--- config.mk ---
export PLATFORM = sky130hd
export DESIGN_NAME = dpram_port_arbiter_flat
export DESIGN_NICKNAME = d
export VERILOG_FILES = /design/src/rtl/dpram_port_arbiter_pkg.sv /design/src/rtl/dpram_port_arbiter_if.sv /design/src/rtl/dpram_port_arbiter_rr_priority_pick.sv /design/src/rtl/dpram_port_arbiter.sv /design/src/flat_wrapper.sv
export SDC_FILE = /design/constraint.sdc
export NUM_CORES = 1
export LEC_CHECK = 0
export CORE_ASPECT_RATIO = 1.75
export CORE_MARGIN = 1
export CORE_UTILIZATION = 43
export DETAILED_ROUTE_END_ITERATION = 8
export HOLD_SLACK_MARGIN = 0.1
export PLACE_DENSITY = 0.88
export SYNTH_ARGS = -nofsm -noshare
export SYNTH_HDL_FRONTEND = slang
export SYNTH_SLANG_ARGS = --single-unit
--- constraint.sdc ---
create_clock -name clk -period 4.85 [get_ports clk]
set_input_delay 0.97 -clock clk [delete_from_list [all_inputs] [get_ports clk]]
set_output_delay 0.97 -clock clk [all_outputs]
set_load 0.01 [all_outputs]
--- src/rtl/dpram_port_arbiter_pkg.sv ---
`default_nettype none
// ============================================================================
// Module   : dpram_arb_pkg
// Purpose  : Shared types and helpers for the dpram port-A arbiter.
// Revision : 1.0 - initial release
// ============================================================================
package dpram_arb_pkg;

  // Arbiter operating modes: free round-robin or held by a locked burst owner
  typedef enum logic [0:0] {
    ARB    = 1'b0,
    LOCKED = 1'b1
  } arb_state_e;

  // Round-robin pointer advance with wrap, e.g. ptr_wrap(last, k, n)
  function automatic int ptr_wrap(input int base, input int step, input int n);
    return (base + step) % n;
  endfunction

  // Low bit of element idx in a flattened bus of w-bit elements
  function automatic int slice_lo(input int idx, input int w);
    return idx * w;
  endfunction

endpackage
`default_nettype wire

--- src/rtl/dpram_port_arbiter_if.sv ---
`default_nettype none
// ============================================================================
// Module   : dpram_port_arbiter_if
// Purpose  : Requester-side and RAM-side signals of the dpram port arbiter.
//            master = environment (requesters + dpram), slave = arbiter.
// Revision : 1.0 - initial release
// ============================================================================
interface dpram_port_arbiter_if
  import dpram_arb_pkg::*;
#(
  parameter int NUM_REQ       = 4,
  parameter int address_width = 10,
  parameter int data_width    = 8
);
  logic [NUM_REQ-1:0]               req_valid;
  logic [NUM_REQ-1:0]               req_we;
  logic [NUM_REQ-1:0]               req_lock;
  logic [NUM_REQ*address_width-1:0] req_addr;
  logic [NUM_REQ*data_width-1:0]    req_data;
  logic [NUM_REQ-1:0]               req_ready;
  logic [NUM_REQ-1:0]               rd_valid;
  logic [data_width-1:0]            rd_data;
  logic                             ram_wren;
  logic [address_width-1:0]         ram_addr;
  logic [data_width-1:0]            ram_wdata;
  logic [data_width-1:0]            ram_q;

  modport master (
    output req_valid, req_we, req_lock, req_addr, req_data, ram_q,
    input  req_ready, rd_valid, rd_data, ram_wren, ram_addr, ram_wdata
  );

  modport slave (
    input  req_valid, req_we, req_lock, req_addr, req_data, ram_q,
    output req_ready, rd_valid, rd_data, ram_wren, ram_addr, ram_wdata
  );
endinterface
`default_nettype wire

--- src/rtl/dpram_port_arbiter_rr_priority_pick.sv ---
`default_nettype none
// ============================================================================
// Module   : rr_priority_pick
// Purpose  : Combinational round-robin picker. Searches upward from last_i+1
//            with wrap and returns the first requester as one-hot and index.
// Revision : 1.0 - initial release
// ============================================================================
module rr_priority_pick
  import dpram_arb_pkg::*;
#(
  parameter int NUM_REQ = 4,
  parameter int PTR_W   = 2
) (
  input  logic [NUM_REQ-1:0] req_i,
  input  logic [PTR_W-1:0]   last_i,
  output logic [NUM_REQ-1:0] gnt_o,
  output logic [PTR_W-1:0]   idx_o,
  output logic               any_o
);

  logic [PTR_W-1:0] cand_p;

  // First requester after the last grant wins; the last grant itself is tried last
  always_comb begin
    gnt_o  = '0;
    idx_o  = '0;
    any_o  = 1'b0;
    cand_p = '0;
    for (int k = 1; k <= NUM_REQ; k++) begin
      cand_p = PTR_W'(ptr_wrap(int'(last_i), k, NUM_REQ));
      if (!any_o && req_i[cand_p]) begin
        any_o         = 1'b1;
        gnt_o[cand_p] = 1'b1;
        idx_o         = cand_p;
      end
    end
  end

endmodule
`default_nettype wire

--- src/rtl/dpram_port_arbiter.sv ---
`default_nettype none
// ============================================================================
// Module   : dpram_port_arbiter
// Purpose  : Shares port A of a dpram between NUM_REQ requesters with
//            round-robin arbitration and optional capped locked bursts.
//            Grant in cycle N -> RAM strobes in N+1 -> read data in N+2.
// Revision : 1.0 - initial release
// ============================================================================
module dpram_port_arbiter
  import dpram_arb_pkg::*;
#(
  parameter int NUM_REQ       = 4,
  parameter int address_width = 10,
  parameter int data_width    = 8,
  parameter int MAX_BURST     = 16
) (
  input  logic                  clk,
  input  logic                  reset_n,
  dpram_port_arbiter_if.slave   bus
);

  localparam int PTR_W = (NUM_REQ > 1) ? $clog2(NUM_REQ) : 1;
  localparam int CNT_W = $clog2(MAX_BURST + 1);
  localparam logic [0:0]       ST_ARB    = ARB;
  localparam logic [0:0]       ST_LOCKED = LOCKED;
  localparam logic [PTR_W-1:0] PTR_LAST  = PTR_W'(NUM_REQ - 1);
  localparam logic [CNT_W-1:0] CNT_MAX   = CNT_W'(MAX_BURST);
  localparam logic [CNT_W-1:0] CNT_ONE   = CNT_W'(1);

  logic [0:0]         state_q, state_d;
  logic [PTR_W-1:0]   owner_q, owner_d;
  logic [PTR_W-1:0]   last_q, last_d;
  logic [CNT_W-1:0]   cnt_q, cnt_d, cnt_inc;

  logic [NUM_REQ-1:0] rr_gnt, gnt;
  logic [PTR_W-1:0]   rr_idx, gnt_idx;
  logic               rr_any, gnt_any;

  logic                     ram_wren_q;
  logic [address_width-1:0] ram_addr_q;
  logic [data_width-1:0]    ram_wdata_q;
  logic                     tag1_v_q, tag2_v_q;
  logic [PTR_W-1:0]         tag1_i_q, tag2_i_q;
  logic [data_width-1:0]    rd_hold_q;

  logic [address_width-1:0] addr_arr [NUM_REQ];
  logic [data_width-1:0]    data_arr [NUM_REQ];

  for (genvar gi = 0; gi < NUM_REQ; gi++) begin : g_unpack
    assign addr_arr[gi] = bus.req_addr[slice_lo(gi, address_width) +: address_width];
    assign data_arr[gi] = bus.req_data[slice_lo(gi, data_width) +: data_width];
  end

  rr_priority_pick #(
    .NUM_REQ (NUM_REQ),
    .PTR_W   (PTR_W)
  ) u_pick (
    .req_i  (bus.req_valid),
    .last_i (last_q),
    .gnt_o  (rr_gnt),
    .idx_o  (rr_idx),
    .any_o  (rr_any)
  );

  assign cnt_inc = cnt_q + CNT_ONE;

  // Grant selection and ARB/LOCKED transitions; no grant while reset is held
  always_comb begin
    state_d = state_q;
    owner_d = owner_q;
    last_d  = last_q;
    cnt_d   = cnt_q;
    gnt     = '0;
    gnt_any = 1'b0;
    gnt_idx = rr_idx;
    if (reset_n) begin
      if (state_q == ST_ARB) begin
        if (rr_any) begin
          gnt     = rr_gnt;
          gnt_any = 1'b1;
          last_d  = rr_idx;
          // A one-access burst cap makes locking meaningless, so stay in ARB
          if (bus.req_lock[rr_idx] && (MAX_BURST > 1)) begin
            state_d = ST_LOCKED;
            owner_d = rr_idx;
            cnt_d   = CNT_ONE;
          end
        end
      end else begin
        if (bus.req_valid[owner_q]) begin
          gnt[owner_q] = 1'b1;
          gnt_any      = 1'b1;
          gnt_idx      = owner_q;
          last_d       = owner_q;
          cnt_d        = cnt_inc;
          if (!bus.req_lock[owner_q] || (cnt_inc == CNT_MAX)) begin
            state_d = ST_ARB;
            cnt_d   = '0;
          end
        end else begin
          // Owner went idle: release without granting; others get priority next
          state_d = ST_ARB;
          cnt_d   = '0;
          last_d  = owner_q;
        end
      end
    end
  end

  // Arbiter state registers
  always_ff @(posedge clk) begin
    if (!reset_n) begin
      state_q <= ST_ARB;
      owner_q <= '0;
      last_q  <= PTR_LAST;
      cnt_q   <= '0;
    end else begin
      state_q <= state_d;
      owner_q <= owner_d;
      last_q  <= last_d;
      cnt_q   <= cnt_d;
    end
  end

  // RAM-side strobes; address/data hold across idle cycles
  always_ff @(posedge clk) begin
    if (!reset_n) begin
      ram_wren_q  <= 1'b0;
      ram_addr_q  <= '0;
      ram_wdata_q <= '0;
    end else begin
      ram_wren_q <= gnt_any & bus.req_we[gnt_idx];
      if (gnt_any) begin
        ram_addr_q  <= addr_arr[gnt_idx];
        ram_wdata_q <= data_arr[gnt_idx];
      end
    end
  end

  // Two-stage read tag matching the dpram's registered read latency
  always_ff @(posedge clk) begin
    if (!reset_n) begin
      tag1_v_q  <= 1'b0;
      tag1_i_q  <= '0;
      tag2_v_q  <= 1'b0;
      tag2_i_q  <= '0;
      rd_hold_q <= '0;
    end else begin
      tag1_v_q <= gnt_any & ~bus.req_we[gnt_idx];
      tag1_i_q <= gnt_idx;
      tag2_v_q <= tag1_v_q;
      tag2_i_q <= tag1_i_q;
      if (tag2_v_q) begin
        rd_hold_q <= bus.ram_q;
      end
    end
  end

  assign bus.req_ready = gnt;
  assign bus.rd_valid  = tag2_v_q ? (NUM_REQ'(1) << tag2_i_q) : '0;
  assign bus.rd_data   = tag2_v_q ? bus.ram_q : rd_hold_q;
  assign bus.ram_wren  = ram_wren_q;
  assign bus.ram_addr  = ram_addr_q;
  assign bus.ram_wdata = ram_wdata_q;

endmodule
`default_nettype wire
--- src/flat_wrapper.sv ---
// flat-port wrapper written by rule: the top's interface ports become plain ports
module dpram_port_arbiter_flat import dpram_arb_pkg::*;
#(
  parameter int NUM_REQ       = 4,
  parameter int address_width = 10,
  parameter int data_width    = 8,
  parameter int MAX_BURST     = 16
)
  (clk, reset_n, bus_req_valid, bus_req_we, bus_req_lock, bus_req_addr, bus_req_data, bus_ram_q, bus_req_ready, bus_rd_valid, bus_rd_data, bus_ram_wren, bus_ram_addr, bus_ram_wdata);
  dpram_port_arbiter_if #(.NUM_REQ(NUM_REQ), .address_width(address_width), .data_width(data_width)) bus_i ();
  input  logic clk;
  input  logic reset_n;
  input wire logic [$bits(bus_i.req_valid)-1:0] bus_req_valid;
  input wire logic [$bits(bus_i.req_we)-1:0] bus_req_we;
  input wire logic [$bits(bus_i.req_lock)-1:0] bus_req_lock;
  input wire logic [$bits(bus_i.req_addr)-1:0] bus_req_addr;
  input wire logic [$bits(bus_i.req_data)-1:0] bus_req_data;
  input wire logic [$bits(bus_i.ram_q)-1:0] bus_ram_q;
  output wire logic [$bits(bus_i.req_ready)-1:0] bus_req_ready;
  output wire logic [$bits(bus_i.rd_valid)-1:0] bus_rd_valid;
  output wire logic [$bits(bus_i.rd_data)-1:0] bus_rd_data;
  output wire logic [$bits(bus_i.ram_wren)-1:0] bus_ram_wren;
  output wire logic [$bits(bus_i.ram_addr)-1:0] bus_ram_addr;
  output wire logic [$bits(bus_i.ram_wdata)-1:0] bus_ram_wdata;
  assign bus_i.req_valid = bus_req_valid;
  assign bus_i.req_we = bus_req_we;
  assign bus_i.req_lock = bus_req_lock;
  assign bus_i.req_addr = bus_req_addr;
  assign bus_i.req_data = bus_req_data;
  assign bus_i.ram_q = bus_ram_q;
  assign bus_req_ready = bus_i.req_ready;
  assign bus_rd_valid = bus_i.rd_valid;
  assign bus_rd_data = bus_i.rd_data;
  assign bus_ram_wren = bus_i.ram_wren;
  assign bus_ram_addr = bus_i.ram_addr;
  assign bus_ram_wdata = bus_i.ram_wdata;
  dpram_port_arbiter #(.NUM_REQ(NUM_REQ), .address_width(address_width), .data_width(data_width), .MAX_BURST(MAX_BURST)) u_core (.clk(clk), .reset_n(reset_n), .bus(bus_i));
endmodule
==> impl_results.md <==
- DR vias/cell: 5.58
- Summed negative setup slack over all endpoints: 0 ns
- Pre-Repair DR Iteration Count: 4
- Total Die Area: 7500 sq um
- Initial antenna violation count: 0
- Slowest stage delay, CP: 0.60 ns
- Slowest cell on the critical path: sky130_fd_sc_hd__clkdlybuf4s50_1
- Cell accounting for the most synthesized area: sky130_fd_sc_hd__dfxtp_1
- Count of flip-flops with a built-in enable after synthesis: 0
- Share of synthesized flip-flops with an asynchronous set or reset: 0%
- Fin worst setup slack: 0.196 ns
- Max transition margin: 64.4%
- Clock insertion delay at the later pin of the skew report: 0.28 ns
- Nets@finish: ~550
- Leading cell type by number of instances after synthesis: sky130_fd_sc_hd__mux2i_1
- Distinct cell type count after synthesis: 55
- Final antenna-violating net count: 0
- Starting DRC count in detailed routing: 156
- Number of endpoints failing setup at the final stage: 0
- Worst path buffer plus inverter count: 3
- Mean Syn Cell Area: 9.49 sq um
- Placement-stage cell area: 4380 sq um
- Final standard cell area without fillers: about 4500 sq um
- Max IR drop VDD: 0.000380 V
- Clock skew: 0.00439 ns
- Instance count of the mapped netlist: 324
- Category of the worst setup path launch point: primary input
- Worst Path Max Fanout: 11
- Least-Margin Pin Slew: between 0.5 and 0.6 ns
- Worst hold path type: register to register
- Residual overflow from global routing: 0
- Largest delay share family, worst path: buffers and inverters
- Total via count after detailed routing: 2941
- Number of flip-flops and latches in the synthesized netlist: 43
- H-Tree Depth: 2
- Required time of the critical path: 3.88 ns
- Horizontal die dimension: 65.9 um
- CORE AREA: just under 7000 sq um
- Post-placement worst setup slack: 0.170 ns
- Hold slack final: 0.435 ns
- Row count: 40
- Data arrival time of the critical path: 3.68 ns
- Critical path, cell by cell: clkdlybuf4s50_1 > mux4_2 > buf_4 > nor3_1 > and2_1 > nand2_1 > a311oi_1 > clkdlybuf4s50_1
- Global Route Usage Sum: 24.0%
- Antenna fix cells: 0
- Static leakage: 1.85 nW
- Sequential cell area fraction in the yosys report: 28.0%
- Cts bufs inserted: 5
- Final critical-path share of the clock period: between 90% and 100%
- CTS tree: built
- Avg WL per Cell: 17.2 um
- Leading register cell type out of synthesis: sky130_fd_sc_hd__dfxtp_1
- DRC viols: 0
- Ratio of cells with drive above 1 in the final layout: 13.8%
- Final-report hold violation count: 0
- Category of the critical setup timing path: primary input to primary output
- Minimum clock period: 4.65 ns
- Sum of net half-perimeters after detailed placement: 7.11 mm
- Post-cts gate resize count: 0
- Upper clock frequency limit: roughly 210 MHz
- Post-Synthesis Net Count: between 400 and 500
- YS warnings: 0
- Post-synthesis instance area: 3070 sq um
- Area growth from synthesis to layout: 47.5%
- Total wire length after detailed routing: 9.05 mm
- Fin cells: 527
- Port buffer count: 128
- Fin. max-slew vios: 0
- Endpoint class of the critical path: primary output
- Outcome: completed
- Dpl cells: 518
- Deepest clock path buffer count: 2
- Max-capacitance violation count: 0
- Unrepaired setup endpoints after global routing: no
- Top-level port count: 129
- Gp weighted congestion: 0.912
- Number of global-route vias before repair: around 2900
- CTS clock-pin slew for the worst setup and hold paths: around 0.060 ns
- Synth top area cells: sky130_fd_sc_hd__dfxtp_1 (28%), sky130_fd_sc_hd__mux2i_1 (15%), sky130_fd_sc_hd__mux2_2 (7.3%)
- CTS root buf: sky130_fd_sc_hd__clkbuf_16
- Pin count of the biggest net entering global routing: 44
- Initial core utilization: 44.5%
- Clock tree sinks: 43
- Cell Pwr Density: approximately 630 nW/um^2
- Height of the die: 114 um
- Top cell type's share of synthesized area: between 20 and 30%
- Cell seen most often among critical-path stages: sky130_fd_sc_hd__clkdlybuf4s50_1
- Leading cell types by count after synthesis: sky130_fd_sc_hd__mux2i_1 (46), sky130_fd_sc_hd__dfxtp_1 (43), sky130_fd_sc_hd__nand3_1 (23)
- Global-route wire length before repair: 13.7 mm
==> report_power, final <==
group | total (mW) | switching [mW] | internal (mW)
Clock | 0.328 | 0.136 | 0.192
Combinational | 1.97 | 0.979 | 0.993
Sequential | 0.543 | 0.0748 | 0.468
==> flip-flops by register name, indices dropped and copies added, names as in the netlist <==
name and cells:
u_core.bus.ram_addr 10, u_core.bus.ram_wdata 8, u_core.rd_hold_q 8, u_core.cnt_q 5, u_core.last_q 2, u_core.owner_q 2
u_core.tag1_i_q 2, u_core.tag2_i_q 2, u_core.bus.ram_wren 1, u_core.state_q 1, u_core.tag1_v_q 1, u_core.tag2_v_q 1
==> placed cells by master, fill, tap and decap left out, drive strengths merged, types with 4 or more instances in the layout <==
cell type | netlist | layout
mux2i | 47 | 47
mux4 | 5 | 5
o21ai | 26 | 26
buf | 17 | 11
nor3b | 4 | 4
dfxtp | 43 | 43
clkdlybuf4s50 | 0 | 128
nor2b | 7 | 7
and2 | 13 | 13
a21oi | 5 | 5
clkbuf | 11 | 5
nand3 | 24 | 24
mux2 | 28 | 28
nand2 | 12 | 12
nor2 | 18 | 18
ha | 9 | 9
o211ai | 4 | 4
inv | 7 | 7
==> cells by family after synthesis <==
logic type / count (synthesis) / synth area share [%]
XOR/XNOR: 3 / 0.855
adder cells (fa/ha/maj): 9 / 3.66
AO/OA/AOI/OAI: 65 / 16.0
multiplexers: 80 / 29.3
flip-flops: 43 / 28.0
buffers and inverters: 35 / 6.43
AND/OR/NAND/NOR: 89 / 15.7
==> through the flow <==
stage	power [mW]	util, %
floorplan	2.01	-
global placement	2.46	63.4
detailed placement	2.51	63.4
CTS	2.86	65.5
global route	3.05	65.6
finish	2.84	65.6
==> cell type report <==
cell class / instances / area, sq um
well taps: 84 / 105
clock inverters: 3 / 25.0
inverters: 7 / 26.3
repair buffers: 139 / 1360
multi-input cells: 246 / 2030
clock buffers: 5 / 125
flip-flops and latches: 43 / 861
fillers: 605 / 2370
==> layer usage <==
metal / routed length, um / vias up / GRT usage (%) / part of all wire (%)
met2: 5100 / 109 / 45.7 / 56
met5: 0 / - / 0 / 0
met1: 3040 / 1369 / 22.8 / 34
met3: 478 / 35 / 3.90 / 5.3
met4: 430 / 0 / 14.8 / 4.8
li1: - / 1428 / - / -
==> worst paths after layout <==
path | startpoint | to | slack [ns] | cells after the start
worst max-delay path | bus_req_valid[1] | bus_req_ready[2] | 0.20 | 8
worst min-delay path | u_core.tag1_v_q | u_core.tag2_v_q | 0.43 | 1
worst max register to register | u_core.last_q[0] | u_core.bus.ram_addr[4] | 1.58 | 10
worst min register to register | u_core.tag1_v_q | u_core.tag2_v_q | 0.43 | 1
==> timing repair <==
item	in CTS	in global routing
endpoints found under the setup margin	0	3
hold buffers	0	0
setup buffers	0	1
Power figures use the tool's default switching activity.
